**src/rtl/program_loader.sv**
```systemverilog
// rtl/program_loader.sv - streams a length-prefixed byte image into instruction memory
module program_loader #(
    parameter int INS_WIDTH  = 26,
    parameter int ADDR_WIDTH = 16,
    parameter int BASE_ADDR  = 0,
    parameter int TIMEOUT    = 1000000
) (
    input  logic                  clk,
    input  logic                  rst_n,
    input  logic                  start,
    input  logic [7:0]            rx_data,
    input  logic                  rx_valid,
    output logic                  rx_ready,
    output logic                  mem_we,
    output logic [ADDR_WIDTH-1:0] mem_addr,
    output logic [INS_WIDTH-1:0]  mem_wdata,
    output logic                  cpu_hold,
    output logic                  done,
    output logic                  error,
    output logic [ADDR_WIDTH-1:0] words_loaded
);
    localparam int BYTES    = (INS_WIDTH + 7) / 8;
    localparam int BIW      = (BYTES > 1) ? $clog2(BYTES) : 1;
    localparam int TOP_BITS = INS_WIDTH - 8 * (BYTES - 1);
    localparam logic [BIW-1:0] LAST_BYTE = BIW'(BYTES - 1);

    typedef enum logic [2:0] {
        IDLE, LEN_LO, LEN_HI, WORD, WRITE, DONE, ERR
    } state_t;

    state_t state, state_next;

    logic [15:0]            len;
    logic [15:0]            word_idx;
    logic [BIW-1:0]         byte_idx;
    logic [8*(BYTES-1)-1:0] word_buf;
    logic [31:0]            idle_cnt;
    logic                   accept;
    logic                   loading;
    logic                   load_start;
    logic                   timeout_hit;
    logic                   last_word;

    // Decode per-state outputs and the handshake/timeout conditions
    always_comb begin
        loading     = (state == LEN_LO) || (state == LEN_HI) || (state == WORD);
        rx_ready    = loading;
        mem_we      = (state == WRITE);
        done        = (state == DONE);
        cpu_hold    = (state != IDLE);
        accept      = loading && rx_valid;
        load_start  = ((state == IDLE) || (state == ERR)) && start;
        // A byte arriving on the expiry edge wins over the timeout
        timeout_hit = (TIMEOUT != 0) && loading && !accept && (idle_cnt == 32'(TIMEOUT - 1));
        last_word   = (word_idx == len - 16'd1);
    end

    // State register
    always_ff @(posedge clk or negedge rst_n) begin
        if (!rst_n) state <= IDLE;
        else        state <= state_next;
    end

    // Next-state logic
    always_comb begin
        state_next = state;
        case (state)
            IDLE:   if (start) state_next = LEN_LO;
            LEN_LO: if (accept) state_next = LEN_HI;
                    else if (timeout_hit) state_next = ERR;
            LEN_HI: if (accept) state_next = ({rx_data, len[7:0]} == 16'd0) ? DONE : WORD;
                    else if (timeout_hit) state_next = ERR;
            WORD:   if (accept && (byte_idx == LAST_BYTE)) state_next = WRITE;
                    else if (timeout_hit) state_next = ERR;
            WRITE:  state_next = last_word ? DONE : WORD;
            DONE:   state_next = IDLE;
            ERR:    if (start) state_next = LEN_LO;
            default: state_next = IDLE;
        endcase
    end

    // Datapath: length capture, word assembly, write registers, counters and error flag
    always_ff @(posedge clk or negedge rst_n) begin
        if (!rst_n) begin
            len          <= '0;
            word_idx     <= '0;
            byte_idx     <= '0;
            word_buf     <= '0;
            idle_cnt     <= '0;
            mem_addr     <= '0;
            mem_wdata    <= '0;
            error        <= 1'b0;
            words_loaded <= '0;
        end else begin
            if (accept || load_start || (state == WRITE))
                idle_cnt <= '0;
            else if (loading)
                idle_cnt <= idle_cnt + 32'd1;

            if (timeout_hit)
                error <= 1'b1;

            if (accept) begin
                case (state)
                    LEN_LO: len[7:0]  <= rx_data;
                    LEN_HI: len[15:8] <= rx_data;
                    WORD: begin
                        byte_idx <= (byte_idx == LAST_BYTE) ? '0 : byte_idx + 1'b1;
                        if (byte_idx == LAST_BYTE) begin
                            // Top byte contributes only its low bits; the rest is padding
                            mem_wdata <= {rx_data[TOP_BITS-1:0], word_buf};
                            mem_addr  <= ADDR_WIDTH'(BASE_ADDR) + ADDR_WIDTH'(word_idx);
                        end else begin
                            word_buf <= {rx_data, word_buf[8*(BYTES-1)-1:8]};
                        end
                    end
                    default: ;
                endcase
            end

            if (state == WRITE) begin
                words_loaded <= words_loaded + 1'b1;
                word_idx     <= word_idx + 16'd1;
            end

            if (load_start) begin
                error        <= 1'b0;
                words_loaded <= '0;
                byte_idx     <= '0;
                word_idx     <= '0;
            end
        end
    end
endmodule

```
**config.mk**
```make
export PLATFORM = sky130hd
export DESIGN_NAME = program_loader
export DESIGN_NICKNAME = d
export VERILOG_FILES = /design/src/rtl/program_loader.sv
export SDC_FILE = /design/constraint.sdc
export NUM_CORES = 1
export LEC_CHECK = 0
export BUFFER_PORTS_ARGS = -buffer_cell sky130_fd_sc_hd__buf_2
export CAP_MARGIN = 30
export CELL_PAD_IN_SITES_DETAIL_PLACEMENT = 1
export CELL_PAD_IN_SITES_GLOBAL_PLACEMENT = 2
export CORE_MARGIN = 2
export CORE_UTILIZATION = 42
export DETAILED_ROUTE_END_ITERATION = 7
export PLACE_DENSITY_LB_ADDON = 0.1
export SYNTH_ARGS = -nofsm -noshare
export SYNTH_HDL_FRONTEND = slang
export SYNTH_SLANG_ARGS = --single-unit
```
**constraint.sdc**
```tcl
create_clock -name clk -period 4.1 [get_ports clk]
set_input_delay 0.82 -clock clk [delete_from_list [all_inputs] [get_ports clk]]
set_output_delay 0.82 -clock clk [all_outputs]
set_load 0.05 [all_outputs]
```
After elaboration in Yosys (flattened, before gate mapping)
Index checks and enable logic that the tools add are counted.

Eq/ne operators: 10. Muxes and demuxes: 20. Bitwise logic cells: 1. Add/sub/neg operators: 5. Reduce and logical (&&, ||, !) cells: 25.

Operator list (number): $mux W16 (4); $mux W32 (2); $add A16 B1 Y16 const B (2); $add A32 B1 Y32 const B (1); $eq A32 B20 Y1 const B (1); $mux W3 (7); $eq A16 B16 Y1 (1); $logic_not A16 Y1 (1); $sub A16 B1 Y16 const B (1); $pmux W3 S5 (1); $reduce_bool A2 Y1 (5); $eq A3 B3 Y1 const B (3); $mux W2 (4); $eq A3 B2 Y1 const B (2); $reduce_and A2 Y1 (3); $reduce_and A3 Y1 (2); $logic_and A1 B1 Y1 (5); $logic_or A1 B1 Y1 (5); $eq A3 B1 Y1 const B (1); $logic_not A3 Y1 (1); $reduce_bool A3 Y1 (1); $add A2 B1 Y2 const B (1); $eq A2 B2 Y1 const B (1); $mux W1 (2); 4 further kinds (4).

Logic and storage cells: 72. Output and inout port bits: 63. Bits in registers: 152. Input bits: 12.

Depth between registers and ports, before layout
Gate-level depths: netlist (run 1).

Depth after elaboration: 10. Mapped depth: 8. Mapped depth without buffers: 8.

Worst setup path before layout (run 1)
OpenSTA, ideal clock, no wires.

Path kind: register to register. Start: register len[0]. End: register state[1]. Path buffers: 0. Clock period less this slack: 2556 ps. Arrival: 2432 ps. Library setup time: 124 ps. Required time: 3976 ps. Stages on the path, launching flop included: 9. Setup slack: 1544 ps. Path through: dfrtp_1 -> inv_1 -> ha_1 -> or3b_2 -> nor3_1 -> mux2_2 -> a31oi_1 -> o2111ai_1 -> a211o_1.

Cells in the longest elaborated chain, start to end: 4.

Ends and longest elaborated chain: start, declared (RTL line 33) `logic [15:0] len;`; start signal, assigned (RTL line 105) `LEN_LO: len[7:0] <= rx_data;`; $sub A16 B1 Y16 / $logic_not A16 Y1 (equally long branches) (RTL line 55, 71); $eq A16 B16 Y1 / $mux W3 (equally long branches) (RTL line 55, 71); $mux W3 (on tied branches) (RTL line 75, 71); $pmux W3 S5 (*) (RTL line 67) `case (state)`; end signal, assigned (RTL line 61) `else state <= state_next;`; end, declared (RTL line 31) `state_t state, state_next;`.

Mark *: on every way between the ends. The rest lies on a longest branch, timed or not. A chain may end at the register's enable or synchronous reset.

Worst setup path in the final report (run 1)
Start: register state[0]. End: output mem_we.

Cells in the longest elaborated chain, start to end: 1.

Ends and longest elaborated chain: $eq A3 B3 Y1 (RTL line 48) `mem_we = (state == WRITE);`; end, declared (RTL line 14) `output logic mem_we,`.

Every way passes these cells.

==> results.md, run 1 <==
* Status: finished clean
* Top_reg_cell synth: dfrtp_1
* CTS H-Tree Depth at 4
* Most frequent cell after synthesis: dfrtp_1
* Hold_buf cts at 0
* FF+latch area at 3800 um2
* Area Overhead vs Synth at 17.6%
* Critical Path RT at 3280 ps
* CP Launch Type: flop
* Number of setup buffers added after CTS at 0
* Post-synthesis compound-gate area fraction at 4.76%
* Max Clock Skew at 10.5 ps
* Fin. max-slew vios at 0
* # DRC at 0
* Die Span X at between 100 and 150 um
* Filler Cells Inserted at 1816
* Leak at 3.73 nW
* Layout cells sized above 1 at 27.3%
* CTS root buf: clkbuf_16
* CTS resizes at 0
* CTS tree: done
* RSZ-0062 raised after global routing: false
* Latest clock arrival within the worst-skew pair at around 430 ps
* Minimum clock period at 3030 ps
* Syn Area/Cell at 11.0 um2
* Power Density at between 700 and 800 nW/um2
* Post-synth top area cell: dfrtp_1
* Post-Synth Simple-Gate Area at 18.3%
* Port Buffers at between 70 and 80
* Area occupied by multi-input gates at 3230 um2
* Critical path capture point type: output pin
* Setup_tns at 0 ps
* Io pins at 75
* First-pass GRT wire length at between 30000 and 40000 um
* Yosys top cell area share at 52.8%
* Number of synthesized flops with an enable pin at 0
* FP Rows at 47
* Initial antenna violation count at 0
* Max_cap viols at 0
* Clock buffer depth at 2
* Yosys reg bits at between 150 and 200
* Synth Area in Adders at 1.01%
* Pre-antenna DRT Iters at 4
* Final wirelength at 18300 um
* GR Util All Layers at between 20% and 30%
* Fin crit share at 73.9%
* Core footprint at 16600 um2
* Slew @ Worst Pin at 824 ps
* Syn Nets at 673
* Crit path DAT at 2210 ps
* Routed len/inst at 18.9 um
* Fin nets at 748
* Vias in the first global route at around 5600
* Placer Congestion at 0.875
* DIE AREA at approximately 18000 um2
* Top cells by area, synth: dfrtp_1 (53%), mux2_2 (12%), xnor2_1 (6.6%), nor2_1 (3.7%), nand2_1 (2.1%)
* CTS Buf Count at 17
* HP Class: input pin to async pin
* Synth Area in XOR/XNOR at 8.39%
* Mux contribution to synthesized area at between 10% and 20%
* Pin count of the biggest net entering global routing at 89
* DIE HEIGHT at 135 um
* Max-slew headroom at 45.1%
* Post-Syn Instances at around 660
* 1st-iter DRT viols at 176
* Post-DP HPWL at 12800 um
* Syn. warnings at 0
* Synth Cell Area at 7200 um2
* Num Clock Sinks at 152
* Async SR Flop Fraction at 100%
* ANT cells at 0
* Clk slew on worst S/H paths at around 60 ps
* Overall power at 5.95 mW
* Total number of vias at approximately 5300
* Final hold vios at 0
* Most instantiated cells after synthesis: dfrtp_1 (152), mux2_2 (77), nor2_1 (71)
* Seq/Total Area, Yosys at a little over half
* Largest family of logic cells by synthesized area: simple AND/OR/NAND/NOR gates
* Synth cell types at 53
* Total grt overflow at 0
* Flop2flop setup slack at 1190 ps
* Post-DR vias/cell at 5.46
* Max VDD drop at ~0.00050 V
* Final ANT Viol Nets at 0
* Crit Path Class: flop to output pin
* Effective utilization at floorplan at 43.3%
* Highest clock rate at 330 MHz
* Setup-failing EPs final at 0
* Critical path fanouts, max at 21
==> cell type report <==
cell class                      count  area share (%)
Sequential cell                   152            44.9
Multi-Input combinational cell    458            38.2
Timing Repair Buffer               83            5.25
Clock buffer                       18            5.19
Tap cell                          220            3.25
Clock inverter                     14            2.35
Inverter                           19           0.843
==> path summary, 6_finish.rpt <==
kind / start / end / cells after the start
worst max-delay path: state[0] / mem_we / 4
worst min-delay path: rst_n / mem_addr[12] / 1
worst max register to register: len[0] / state[1] / 8
worst min register to register: mem_addr[10] / mem_addr[10] / 2
max in group asynchronous: rst_n / word_buf[8] / 2
min in group clk: mem_addr[10] / mem_addr[10] / 2
==> through the flow <==
| stage | util (%) | area [um2] | cells | worst slack, ps | hold WS, ps |
|---|---|---|---|---|---|
| floorplan | - | 7200 | 656 | 1540 | 477 |
| global placement | 47.0 | 7830 | 932 | 1390 | 464 |
| detailed placement | 47.0 | 7830 | 932 | 1180 | 476 |
| CTS | 50.9 | 8460 | 964 | 1070 | 482 |
| global route | 50.9 | 8460 | 964 | 908 | 513 |
| finish | 50.9 | 8460 | 964 | 1070 | 438 |
==> flip-flops by register name, summed over array words and instances (netlist names), 2 cells and up <==
signal        flops
mem_addr         16
idle_cnt         32
mem_wdata        26
byte_idx          2
word_idx         16
state             3
word_buf         24
len              16
words_loaded     16
==> worst max-delay path: stages (launching register included) <==
cell	delay, ps
dfrtp_1	610
nor2_1	440
nand2_1	210
clkinv_1	210
buf_2	320
==> routing by layer <==
layer	GRT usage (%)	share of wire, %	wire (um)
met5	0	0	0
met4	6.20	1.2	226
met3	5.07	3.7	668
met2	35.9	50	9090
met1	29.0	45	8280
==> cell usage in the layout (no fill, tap or decap), types with 2 or more instances in the layout <==
| cell type | synthesis | layout |
|---|---|---|
| xnor2_1 | 54 | 54 |
| bufinv_16 | 0 | 3 |
| a211oi_1 | 2 | 2 |
| inv_6 | 0 | 8 |
| or3_1 | 13 | 13 |
| or2_2 | 2 | 2 |
| nor2b_1 | 2 | 2 |
| and4_1 | 5 | 5 |
| and3_1 | 7 | 7 |
| nand2_1 | 41 | 41 |
| mux2_2 | 77 | 77 |
| a21oi_1 | 13 | 13 |
| inv_8 | 0 | 2 |
| clkbuf_16 | 0 | 17 |
| nor4b_1 | 5 | 5 |
| nor4_1 | 22 | 22 |
| nand3b_1 | 3 | 3 |
| nand2b_1 | 4 | 4 |
| buf_2 | 0 | 73 |
| o21ai_0 | 23 | 22 |
| a211o_1 | 2 | 2 |
| a31oi_1 | 2 | 2 |
| nor3_1 | 21 | 21 |
| nor2_1 | 71 | 70 |
| inv_1 | 18 | 18 |
| xor2_1 | 15 | 15 |
| nand3_1 | 21 | 21 |
| nand4_1 | 14 | 14 |
| dfrtp_1 | 152 | 152 |
| buf_4 | 0 | 9 |
| and2_1 | 3 | 3 |
| ha_1 | 5 | 5 |
| o211ai_1 | 2 | 2 |
| or4_1 | 2 | 2 |
| nand4b_1 | 4 | 4 |
| mux2i_1 | 2 | 2 |
==> kinds of logic after synthesis <==
group                    after synthesis
AO/OA/AOI/OAI                         55
XOR/XNOR                              69
adder cells (fa/ha/maj)                6
buffers and inverters                 46
flip-flops                           152
multiplexers                          79
AND/OR/NAND/NOR                      249
==> report_power, final <==
part / total, mW / switching (mW) / internal, mW
logic: 1.92 / 1.21 / 0.707
clock network: 1.70 / 0.692 / 1.00
registers: 2.33 / 0.429 / 1.90
total: 5.95 / 2.33 / 3.61
Power figures use the tool's default switching activity.
==> inputs of run 2 (changes only) <==
--- a/config.mk
+++ b/config.mk
@@ -5,12 +5,13 @@
 export SDC_FILE = /design/constraint.sdc
 export NUM_CORES = 1
 export LEC_CHECK = 0
+export ABC_AREA = 1
 export BUFFER_PORTS_ARGS = -buffer_cell sky130_fd_sc_hd__buf_2
 export CAP_MARGIN = 30
 export CELL_PAD_IN_SITES_DETAIL_PLACEMENT = 1
 export CELL_PAD_IN_SITES_GLOBAL_PLACEMENT = 2
 export CORE_MARGIN = 2
-export CORE_UTILIZATION = 42
+export CORE_UTILIZATION = 35
 export DETAILED_ROUTE_END_ITERATION = 7
 export PLACE_DENSITY_LB_ADDON = 0.1
 export SYNTH_ARGS = -nofsm -noshare
==> constraint.sdc (replaced) <==
create_clock -name clk -period 3 [get_ports clk]
set_input_delay 0.6 -clock clk [delete_from_list [all_inputs] [get_ports clk]]
set_output_delay 0.6 -clock clk [all_outputs]
set_load 0.05 [all_outputs]
==> results.md, run 2 <==
* Filler Cells Inserted at 2698 (+49%)
* Highest clock rate at about 400 MHz
* Crit path DAT at 1930 ps (-280 ps)
* Power Density at 725 nW/um2 (+3.2%)
* Fin. max-slew vios at 0 (unchanged)
* Async SR Flop Fraction at 100% (unchanged)
* CTS H-Tree Depth at 4 (unchanged)
* Post-DR vias/cell at 5.09 (-6.7%)
* Top_reg_cell synth: dfrtp_1
* Fin crit share at 84.2%
* Critical Path RT at 2400 ps (-880 ps)
* Total grt overflow at 0 (unchanged)
* Flop2flop setup slack at 550 ps (-640 ps)
* Top flop regs: idle_cnt x32, mem_wdata x26, word_buf x24
* Final Util at 41.9% (-8.9 points)
* HP Class: input pin to async pin
* Slew @ Worst Pin at 668 ps (-156 ps)
* Post-Syn Instances at 1012 (+54%)
* Effective utilization at floorplan at 35.8% (-7.4 points)
* CP Cell Sequence: inv_2 -> nand2_1 -> nand2_2 -> clkinv_1 -> buf_2
* Max FFs per register at 32 (unchanged)
* Hold_buf cts at 0 (unchanged)
* Area occupied by multi-input gates at 3420 um2 (+5.8%)
* Final hold vios at 0 (unchanged)
* Max incr delay on CP at 450 ps (-160 ps)
* Initial antenna violation count at 1 (+1)
* # DRC at 0 (unchanged)
* Pre-antenna DRT Iters at 5 (+1)
* Critical path fanouts, max at 9 (-57%)
* Fin nets at 1106 (+48%)
* Yosys reg bits at 152 (unchanged)
* FF-to-FF path depth at 12 (+4)
* Synth cell types at 37 (-30%)
* First-pass GRT wire length at 39100 um (+27%)
* FF+latch area at 3800 um2 (unchanged)
* Number of synthesized flops with an enable pin at 0 (unchanged)
* Pin count of the biggest net entering global routing at 77 (-13%)
* Synth Cell Area at 7850 um2 (+9.0%)
* Post-synth top area cell: dfrtp_1
* Area Overhead vs Synth at 17.0%
* Port Buffers at 74 (unchanged)
* Io pins at 75 (unchanged)
* Clk slew on worst S/H paths at 80 ps (+20 ps)
* CTS resizes at 0 (unchanged)
* Placer Congestion at 0.840 (-4.0%)
* Commonest non-fill, non-tap cell in the layout: nand2_1
* FP Rows at 54 (+15%)
* Clock buffer depth at 2 (unchanged)
* CP Launch Type: flop
* DIE HEIGHT at 154 um (+14%)
* Syn. warnings at 0 (unchanged)
* Worst setup slack after layout at 473 ps (-595 ps)
* CTS tree: done
* Most frequent cell after synthesis: nand2_1
* Post-DP HPWL at 17000 um (+32%)
* Syn Area/Cell at 7.75 um2 (-29%)
* Worst R2R End: idle_cnt[9]
* CP top delay family: buffers and inverters
* Core footprint at 21900 um2 (+32%)
* Commonest non-fill, non-tap cells in the layout: nand2_1 (242), dfrtp_1 (152), inv_1 (129)
* Max VDD drop at 0.000412 V (-18%)
* Leak at 4.34 nW (+16%)
* Vias in the first global route at 7247 (+28%)
* Buffers and inverters on the worst path at 3 (+1)
* Setup_tns at 0 ps (unchanged)
* Syn Nets at 1029 (+53%)
* Setup-failing EPs final at 0 (unchanged)
* WHS at 166 ps (-271 ps)
* Latest clock arrival within the worst-skew pair at 440 ps (about the same)
* Num Clock Sinks at 152 (unchanged)
* Minimum clock period at around 2500 ps
* Most instantiated cells after synthesis: nand2_1 (242), dfrtp_1 (152), inv_1 (129)
* Pre-CTS WS at 554 ps (-629 ps)
* Startpoint of the worst register-to-register path: state[0]
* Most flop-heavy register: idle_cnt
* Die Span X at 154 um (+14%)
* Max Clock Skew at 15.8 ps (+5.33 ps)
* RSZ-0062 raised after global routing: false
* Max-slew headroom at 55.4% (+10 points)
* Final wirelength at 23300 um (+28%)
* DIE AREA at 23600 um2 (+30%)
* Crit Path Class: flop to output pin
* GR Util All Layers at 20.5% (-1.3 points)
* Max_cap viols at 0 (unchanged)
* Seq/Total Area, Yosys at 48.5% (-4.3 points)
* Total number of vias at 7044 (+34%)
* Layout cells sized above 1 at 13.1% (-14 points)
* Number of setup buffers added after CTS at 0 (unchanged)
* Critical path capture point type: output pin
* Top cells by area, synth: dfrtp_1 (48%), nand2_1 (12%), o21ai_0 (6.5%), inv_1 (6.2%), nand3_1 (4.4%)
* Final ANT Viol Nets at 0 (unchanged)
* 1st-iter DRT viols at 427 (+140%)
* Routed len/inst at 16.9 um (-11%)
* Yosys top cell area share at 48.5% (-4.3 points)
* CTS Buf Count at 17 (unchanged)
* CTS root buf: clkbuf_16
* Slowest stage cell, crit path: dfrtp_1
* Status: finished clean
[run 2: cell types whose count changed after synthesis, sizes merged, moves of 14 or more]
cell,before,now
a21oi,13,32
inv,18,135
mux2,77,9
nand2,41,246
nand3,21,70
nand4,14,38
nor2,71,85
nor3,22,40
nor4,24,7
o21ai,23,121
xnor2,54,7
[run 2: how the worst max path moves through the flow]
stage | end | startpoint | slack (ps) | cells after the start
final | rx_ready | state[0] | 470 | 5
after global routing | idle_cnt[9] | state[0] | 240 | 12
after CTS | rx_ready | state[0] | 450 | 5
after detailed placement | idle_cnt[9] | state[0] | 550 | 12
after global placement | idle_cnt[9] | state[0] | 630 | 12
after floorplan | done | state[2] | 830 | 2
[run 2: area by class of cell]
class / instances / share of cell area [%]
flip-flops and latches: 152 / 41.4
multi-input cells: 699 / 37.3
inverters: 136 / 5.56
repair buffers: 83 / 5.11
clock buffers: 17 / 4.64
well taps: 280 / 3.82
clock inverters: 15 / 2.14
diodes: 1 / 0.0273
[run 2: logic make-up (layout without fill, tap and decap cells)]
logic type | Yosys count | count (layout) | synth area share, %
DFF | 152 | 152 | 48.5
other | 0 | 1 | 0
muxes | 9 | 9 | 1.29
xor gates and xnor gates | 22 | 22 | 2.46
buffers and inverters | 161 | 251 | 7.99
AOI/OAI and AO/OA | 170 | 170 | 11.5
and+or+nand+nor | 493 | 493 | 27.5
adders and majority gates | 5 | 5 | 0.797
[run 2: per-layer routing]
| layer | track usage, % | part of all wire [%] | vias to the layer above |
|---|---|---|---|
| li1 | - | - | 3480 |
| met1 | 29.2 | 50 | 3438 |
| met3 | 3.52 | 2.6 | 18 |
| met2 | 32.6 | 46 | 108 |
| met4 | 5.33 | 1.2 | 0 |
| met5 | 0 | 0 | - |
[run 2: power by group]
| group | internal [mW] | switching (mW) |
|---|---|---|
| logic | 0.520 | 1.30 |
| clock network | 1.15 | 1.08 |
| registers | 2.33 | 0.265 |
[run 2: metrics by stage]
step | instances | area, um2 | power (mW)
after CTS | 1382 | 9180 | 6.74
after global placement | 1350 | 8550 | 4.44
final | 1383 | 9180 | 6.65
after detailed placement | 1350 | 8550 | 4.48
after global routing | 1382 | 9180 | 7.13
after floorplan | 1012 | 7850 | 3.90
